[src/rtl/comp_pkg.sv]
// Shared encodings for the serial magnitude comparator: one-hot {x,y,z} result
// codes and the controller state type.
package comp_pkg;

    localparam logic [2:0] CMP_GT = 3'b100;
    localparam logic [2:0] CMP_LT = 3'b010;
    localparam logic [2:0] CMP_EQ = 3'b001;

    typedef enum logic [1:0] {
        ST_IDLE = 2'd0,
        ST_RUN  = 2'd1,
        ST_DONE = 2'd2
    } state_t;

endpackage

[src/rtl/comp_chunk.sv]
// Combinational unsigned compare of one CHUNK-bit slice, one-hot {gt,lt,eq}.
module comp_chunk
    import comp_pkg::*;
#(
    parameter int CHUNK = 2
) (
    input  logic [CHUNK-1:0] ca,
    input  logic [CHUNK-1:0] cb,
    output logic [2:0]       res
);

    // Chunk ordering
    always_comb begin
        res = CMP_EQ;
        if (ca > cb) begin
            res = CMP_GT;
        end else if (ca < cb) begin
            res = CMP_LT;
        end else begin
            res = CMP_EQ;
        end
    end

endmodule

[src/rtl/comp_serial.sv]
// Multi-cycle MSB-first magnitude comparator with early exit.
// Optional COMP_SERIAL_SIGNED_EN: two's complement operands via sign-bit flip at capture.
module comp_serial
    import comp_pkg::*;
#(
    parameter int WIDTH = 16,
    parameter int CHUNK = 2,
    localparam int NCHUNK = WIDTH / CHUNK,
    localparam int CW = $clog2(NCHUNK + 1)
) (
    input  logic             clk,
    input  logic             rst_n,
    input  logic             start,
    input  logic [WIDTH-1:0] a,
    input  logic [WIDTH-1:0] b,
    output logic             busy,
    output logic             done,
    output logic             x,
    output logic             y,
    output logic             z,
    output logic [CW-1:0]    nchk
);

    localparam int IW = (NCHUNK > 1) ? $clog2(NCHUNK) : 1;

    state_t                        state_r, state_s;
    logic [WIDTH-1:0]              a_r, b_r, a_cap_s, b_cap_s;
    logic [CW-1:0]                 idx_r, nchk_r;
    logic [2:0]                    res_r, res_s;
    logic                          busy_r, done_r, accept_s, finish_s;
    logic [NCHUNK-1:0][CHUNK-1:0]  ach_s, bch_s;
    logic [IW-1:0]                 sel_s;

`ifdef COMP_SERIAL_SIGNED_EN
    // Flipping the sign bit maps two's complement order onto unsigned order.
    localparam logic [WIDTH-1:0] SIGN_MASK = {1'b1, {(WIDTH-1){1'b0}}};
    assign a_cap_s = a ^ SIGN_MASK;
    assign b_cap_s = b ^ SIGN_MASK;
`else
    assign a_cap_s = a;
    assign b_cap_s = b;
`endif

    assign ach_s = a_r;
    assign bch_s = b_r;
    assign sel_s = idx_r[IW-1:0];

    comp_chunk #(.CHUNK(CHUNK)) u_chunk (
        .ca  (ach_s[sel_s]),
        .cb  (bch_s[sel_s]),
        .res (res_s)
    );

    // Next-state and handshake decode
    always_comb begin
        state_s  = state_r;
        accept_s = 1'b0;
        finish_s = 1'b0;
        case (state_r)
            ST_IDLE: begin
                if (start) begin
                    accept_s = 1'b1;
                    state_s  = ST_RUN;
                end else begin
                    state_s  = ST_IDLE;
                end
            end
            ST_RUN: begin
                if ((res_s != CMP_EQ) || (idx_r == {CW{1'b0}})) begin
                    finish_s = 1'b1;
                    state_s  = ST_DONE;
                end else begin
                    state_s  = ST_RUN;
                end
            end
            ST_DONE: begin
                if (start) begin
                    accept_s = 1'b1;
                    state_s  = ST_RUN;
                end else begin
                    state_s  = ST_IDLE;
                end
            end
            default: begin
                state_s = ST_IDLE;
            end
        endcase
    end

    // State, operand capture, chunk index and registered result
    always_ff @(posedge clk or negedge rst_n) begin
        if (!rst_n) begin
            state_r <= ST_IDLE;
            a_r     <= {WIDTH{1'b0}};
            b_r     <= {WIDTH{1'b0}};
            idx_r   <= {CW{1'b0}};
            nchk_r  <= {CW{1'b0}};
            res_r   <= 3'b000;
            busy_r  <= 1'b0;
            done_r  <= 1'b0;
        end else begin
            state_r <= state_s;
            busy_r  <= (state_s == ST_RUN);
            done_r  <= (state_s == ST_DONE);
            if (accept_s) begin
                a_r    <= a_cap_s;
                b_r    <= b_cap_s;
                idx_r  <= CW'(NCHUNK - 1);
                nchk_r <= {CW{1'b0}};
                res_r  <= 3'b000;
            end else if (finish_s) begin
                res_r  <= res_s;
                nchk_r <= CW'(NCHUNK) - idx_r;
            end else if (state_r == ST_RUN) begin
                idx_r  <= idx_r - CW'(1);
            end else begin
                idx_r  <= idx_r;
            end
        end
    end

    assign busy = busy_r;
    assign done = done_r;
    assign x    = res_r[2];
    assign y    = res_r[1];
    assign z    = res_r[0];
    assign nchk = nchk_r;

endmodule

[config.mk]
export PLATFORM = sky130hd
export DESIGN_NAME = comp_serial
export DESIGN_NICKNAME = d
export VERILOG_FILES = /design/src/rtl/comp_pkg.sv /design/src/rtl/comp_chunk.sv /design/src/rtl/comp_serial.sv
export SDC_FILE = /design/constraint.sdc
export NUM_CORES = 1
export LEC_CHECK = 0
export CAP_MARGIN = 20
export CORE_MARGIN = 1
export CORE_UTILIZATION = 46
export CTS_CLUSTER_SIZE = 30
export DETAILED_ROUTE_END_ITERATION = 8
export PLACE_DENSITY = 0.73
export SYNTH_ARGS = -nofsm -noshare
export SYNTH_HDL_FRONTEND = slang
export SYNTH_SLANG_ARGS = --single-unit
[constraint.sdc]
create_clock -name clk -period 2.35 [get_ports clk]
set_input_delay 0.235 -clock clk [delete_from_list [all_inputs] [get_ports clk]]
set_output_delay 0.235 -clock clk [all_outputs]
set_load 0.02 [all_outputs]
* Word-level counts from Yosys, hierarchy flattened
Index checks and enable logic that the tools add are counted.
** Word-level totals
- Bits in registers :: 47
- Input bits :: 35
- Output and inout bits :: 9
- Logic and storage cells :: 46
** Cells by class
- Add/subtract/negate cells :: 2
- Magnitude comparators :: 3
- Eq/ne operators :: 6
- Multiplexer cells :: 20
- Reductions and logical operators :: 7
** Operators with widths (count)
- 4-bit 2-to-1 mux :: 5
- 2-bit binary-select mux with 3-bit select :: 2
- 3-bit 2-to-1 mux :: 3
- 2-bit 2-to-1 mux :: 4
- 1-bit 2-to-1 mux :: 5
- 2-bit by 1-bit equality test with 1-bit output, second input constant :: 2
- 2-bit equality test, second input constant :: 2
- 4-bit zero test :: 1
- 3-bit by 4-bit < comparator with 1-bit output, second input constant :: 1
- 2-bit case mux with 2 select lines :: 1
- 2-bit nonzero test :: 2
- 4-bit by 1-bit subtractor with 4-bit output, second input constant :: 1
- 4-bit subtractor, first input constant :: 1
- 3-bit by 1-bit != test with 1-bit output, second input constant :: 1
- 2-bit greater-than comparator :: 1
- 2-bit zero test :: 1
- 2-bit < comparator :: 1
- 2-bit != test, second input constant :: 1
- 2-bit AND reduction :: 1
- 2-bit OR reduction :: 1
- 1-bit logical OR :: 1

* Depth between registers and ports, before layout
- Depth in word-level cells :: 11
- Depth in mapped cells :: 8
- Depth with buffers taken out :: 7

* Cells and area by module
A second synthesis with hierarchy kept.
** Second synthesis, totals
- Cells, all modules :: 228
- Area total of the unflattened synthesis :: 2258.4 sq um
** By module, submodules not included
- comp_serial :: times used 1, cells an instance 218, area each 2193.4 sq um, seq. area each 1176.1 sq um
- comp_chunk :: times used 1, cells an instance 10, area each 65.1 sq um, seq. area each 0.0 sq um

* Worst setup path after synthesis
Ideal clock, no wire load.
- Path kind :: register to register
- From :: register idx_r[0]
- To :: register nchk_r[0] (netlist: nchk[0])
- Setup time :: 79 ps
- Data arrival time :: 2280 ps
- Required time :: 2271 ps
- Path slack :: -9 ps
- Cell stages (with the launch flop) :: 8
- Buffers on the path :: 1
- Period minus slack after synthesis :: 2359 ps
- Cell sequence :: dfrtp_1 > buf_6 > mux4_2 > mux2_4 > ha_1 > nand2_1 > o31ai_4 > mux2i_1
** Between the ends
- Word-level cells in the longest chain between the ends :: 10
- Elaborated cells between the ends (all ways) :: 17
- Classes of those cells :: 1 x add/sub; 2 x order compare; 1 x eq/ne; 10 x mux; 3 x reduce/logical
** Ends and longest elaborated chain
- start, declared :: RTL line comp_serial.sv:28 : logic [CW-1:0] idx_r, nchk_r;
- start signal, assigned :: RTL line comp_serial.sv:96 : idx_r <= {CW{1'b0}};
- start signal, assigned :: RTL line comp_serial.sv:108 : idx_r <= CW'(NCHUNK - 1);
- start signal, assigned :: RTL line comp_serial.sv:115 : idx_r <= idx_r - CW'(1);
- 2-bit binary-select mux with 3-bit select, on equally long branches :: RTL line comp_serial.sv:49, comp_serial.sv:50
- 2-bit 2-to-1 mux, on equally long branches :: RTL line comp_serial.sv:49, comp_serial.sv:50
- 2-bit < comparator :: RTL line comp_chunk.sv:17 : end else if (ca < cb) begin
- 2-bit 2-to-1 mux :: RTL line comp_chunk.sv:17
- 3-bit 2-to-1 mux :: RTL line comp_chunk.sv:15 : if (ca > cb) begin
- 3-bit by 1-bit != test with 1-bit output :: RTL line comp_serial.sv:69 : if ((res_s != CMP_EQ) || (idx_r == {CW{1'b0}})) begin
- 1-bit logical OR :: RTL line comp_serial.sv:69
- 1-bit 2-to-1 mux :: RTL line comp_serial.sv:69
- 1-bit 2-to-1 mux :: RTL line comp_serial.sv:59 : case (state_r)
- 2-bit nonzero test (no line)
- end signal, assigned :: RTL line comp_serial.sv:97 : nchk_r <= {CW{1'b0}};
- end signal, assigned :: RTL line comp_serial.sv:109 : nchk_r <= {CW{1'b0}};
- end signal, assigned :: RTL line comp_serial.sv:113 : nchk_r <= CW'(NCHUNK) - idx_r;
- end, declared :: RTL line comp_serial.sv:28
Parallel ways exist; a longest one is shown, timed or not. The select of a mux whose other input is x is not followed.
A chain may end at the register's enable or synchronous reset.

* Final worst setup path
Same ends and word-level chain as after synthesis.

==> impl_metrics.env <==
export IMPL_setup_repair_after_global_routing_missed_its_margin="yes"
export IMPL_flow_area_growth_from_synthesis_pct=31.75
export IMPL_data_arrival_time_of_the_critical_path_ns=2.49
export IMPL_yosys_area_share_simple_pct=22.30
export IMPL_max_slew_worst_pin_slew_ns=0.6139
export IMPL_grt_start_max_net_pins=36
export IMPL_mostFrequentLayoutCell="nand2_1"
export IMPL_combinational_family_with_the_most_area_after_synthesis="simple AND/OR/NAND/NOR gates"
export IMPL_synth_mux_area_share_pct=14.60
export IMPL_cap_violations=0
export IMPL_synth_area_leader_cell="dfrtp_1"
export IMPL_ff2ff_path_depth=8
export IMPL_critPathMaxFanout=5
export IMPL_insertedDiodeCount=0
export IMPL_cts_made_buffers=5
export IMPL_timing_slew_headroom_pct=58.99
export IMPL_finalWeightedCongestion=0.8745
export IMPL_post_dp_hpwl_um=2992
export IMPL_clock_skew_final_ns=0.004397
export IMPL_irDropWorstVdd_mv=0.6908
export IMPL_layout_min_cycle_time_ns=2.280
export IMPL_required_ns=2.56
export IMPL_placed_cell_count=311
export IMPL_cts_sinks=47
export IMPL_finalSetupViolations=0
export IMPL_share_of_synthesized_cell_area_in_full_adder_half_adder_and_majority_cells_pct=1.698
export IMPL_synth_area_leaders="dfrtp_1 53%, nand2_1 18%, mux4_1 7.1%"
export IMPL_finalPower_uw=3632
export IMPL_outcome="complete, but fails checks"
export IMPL_syn_avg_cell_area_um2=10.14
export IMPL_timing_hold_worst_class="in2async"
export IMPL_final_cell_mix="106 x nand2_1, 46 x dfrtp_1, 42 x clkdlybuf4s50_1"
export IMPL_netSwitchingPower_uw=1331
export IMPL_layout_core_utilization_pct=65.10
export IMPL_drt_first_pass_iters=8
export IMPL_global_route_usage_total_pct=19.30
export IMPL_synthDominantCellAreaShare_pct=53.20
export IMPL_swShare_pct=36.65
export IMPL_power_per_cell_area_nw_per_um2=1247
export IMPL_post_drt_via_cell_ratio=4.994
export IMPL_core_um2=4474
export IMPL_antenna_violating_nets_post_route=0
export IMPL_static_leakage_power_uw=0.001461
export IMPL_power_sequential_fraction_pct=37.2
export IMPL_synth_xor_xnor_area_share_pct=0.7923
export IMPL_cts_root_buffer="clkbuf_8"
export IMPL_synth_compound_area_share_pct=3.226
export IMPL_capturing_point_of_the_worst_reg2reg_path="nchk[0]$_DFFE_PN0P_"
export IMPL_worst_skew_pair_late_latency_ns=0.29
export IMPL_dr_first_iter_drc_count=28
export IMPL_endpoint_kind="flip-flop"
export IMPL_r2r_start="idx_r[0]$_DFFE_PN0P_"
export IMPL_pin_count=44
export IMPL_p_comb_share_pct=50.9
export IMPL_die_y_um=71.33
export IMPL_ys_warn_count=0
export IMPL_seq_area_frac_synth_pct=53.20
export IMPL_setup_worst_path_class="reg2reg"
export IMPL_unique_cell_type_count_in_the_yosys_netlist=30
export IMPL_clockPowerShare_pct=11.9
export IMPL_grt_first_pass_wirelength_um=7617
export IMPL_synth_net_count=256
export IMPL_detailroute_via_count=1603
export IMPL_placementRows=24
export IMPL_nets=308
export IMPL_share_of_layout_cells_above_drive_strength_1_pct=14.87
export IMPL_fin_crit_sh_pct=97.01
export IMPL_routed_wire_length_per_instance_um=13.17
export IMPL_mappedNetlistArea_um2=2211
export IMPL_p_int_uw=2301
export IMPL_synth_seq_cells=47
export IMPL_setup_total_negative_slack_ns=0
export IMPL_cts_path_max_buffers=2
export IMPL_crit_path_start_kind="flip-flop"
export IMPL_clk_pin_slew_ns=0.08
export IMPL_io_buffers=43
export IMPL_cts_tree="yes"
export IMPL_detail_route_drc_violations=1
export IMPL_floorplan_initialDensity_pct=49.41
export IMPL_die_area_um2=5087
export IMPL_floorplan_die_width_um=71.33
export IMPL_post_synth_inst_count=218
export IMPL_global_route_overflow_total=0
export IMPL_final_max_slew_viol_count=0
export IMPL_fmaxAchievable_mhz=438.7
export IMPL_grt_antenna_before_repair=0
export IMPL_postRouteWirelength_um=4229
export IMPL_first_global_vias=1717
export IMPL_finish_cell_count_without_fillers=321
export IMPL_cts_htree_levels=2
export IMPL_hold_viol=0
export IMPL_violations="design-rule violations"
export IMPL_setup_reg_to_reg_worst_slack_ns=0.07
## cell usage after synthesis
cell type / number
dfrtp_1: 47
ha_1: 3
xor2_1: 1
o31ai_4: 1
nand2_1: 107
a21oi_1: 2
and2_1: 1
mux2_4: 2
o311ai_0: 1
buf_6: 2
a32o_1: 1
clkbuf_2: 1
nand4b_2: 1
nor3_1: 1
clkbuf_1: 6
nor2_1: 2
o22ai_1: 1
xnor2_1: 1
mux4_1: 6
nor2b_1: 3
nand3b_1: 1
mux4_2: 2
mux2i_1: 9
nand2b_1: 3
nor3b_2: 1
o31ai_1: 1
a211oi_1: 1
inv_1: 5
inv_2: 1
buf_2: 4
## sequential cells by signal, summed over array words and instances, names as in the netlist
name     flops
state_r      2
res_r        3
b_r         16
nchk         4
idx_r        4
a_r         16
busy         1
done         1
## final cells by class
class | instances | area, um^2
fillers | 385 | 1562
multi-input cells | 152 | 1023
clock buffers | 6 | 72.57
inverters | 6 | 22.52
repair buffers | 58 | 551.8
well taps | 52 | 65.06
flip-flops and latches | 47 | 1177
## per-layer routing
metal / track usage, % / wire [um]
met1: 24.81 / 1932
met2: 32.70 / 2072
met3: 4.360 / 173
met4: 6.000 / 51
met5: 0 / 0
## through the flow
step           worst slack (ns)  hold slack (ns)  instance area, um^2
2_1_floorplan           0.03538         -0.06059                 2211
3_3_place_gp           0.007053           0.2315                 2716
3_5_place_dp           -0.07019           0.2288                 2716
4_1_cts                -0.01511           0.4456                 2872
5_1_grt                -0.03370           0.4753                 2913
6_report                0.07034           0.4377                 2913
## what timing repair did
item,in CTS,in global routing
gates cloned,0,0
hold buffers,1,0
endpoints found under the setup margin,7,10
endpoints found under the hold margin,21,0
gates resized for setup,11,8
setup buffers,2,1
pin swaps,3,3
## power by group through the flow
stage	clock (uW)	sequential (uW)	combinational [uW]
after global placement	0	1350	1420
after CTS	445	1350	1710
final	431	1350	1850
after floorplan	0	1320	1020
after global routing	472	1400	2040
after detailed placement	0	1360	1450
## worst max path at each step
stage / start / endpoint / depth (start not counted)
6_report: idx_r[0]$_DFFE_PN0P_ / nchk[0]$_DFFE_PN0P_ / 8
5_1_grt: idx_r[0]$_DFFE_PN0P_ / res_r[1]$_DFFE_PN0P_ / 8
4_1_cts: idx_r[0]$_DFFE_PN0P_ / nchk[0]$_DFFE_PN0P_ / 8
3_5_place_dp: idx_r[0]$_DFFE_PN0P_ / nchk[0]$_DFFE_PN0P_ / 8
3_3_place_gp: idx_r[0]$_DFFE_PN0P_ / nchk[2]$_DFFE_PN0P_ / 8
2_1_floorplan: idx_r[0]$_DFFE_PN0P_ / nchk[0]$_DFFE_PN0P_ / 7
## cells by family after synthesis
kind of cell,count (synthesis)
DFF,47
and+or+nand+nor,120
muxes,19
adders and majority gates,3
xor gates and xnor gates,2
buffers and inverters,19
AOI/OAI and AO/OA,8
## worst max-delay path: stages, from the launching register on
cell	delay [ns]
dfrtp_2	0.41
buf_6	0.14
mux4_2	0.49
mux2_4	0.29
ha_4	0.16
nor2b_4	0.13
o31ai_4	0.24
buf_6	0.16
mux2i_1	0.19
No activity file was read; power rests on OpenSTA's default activity.
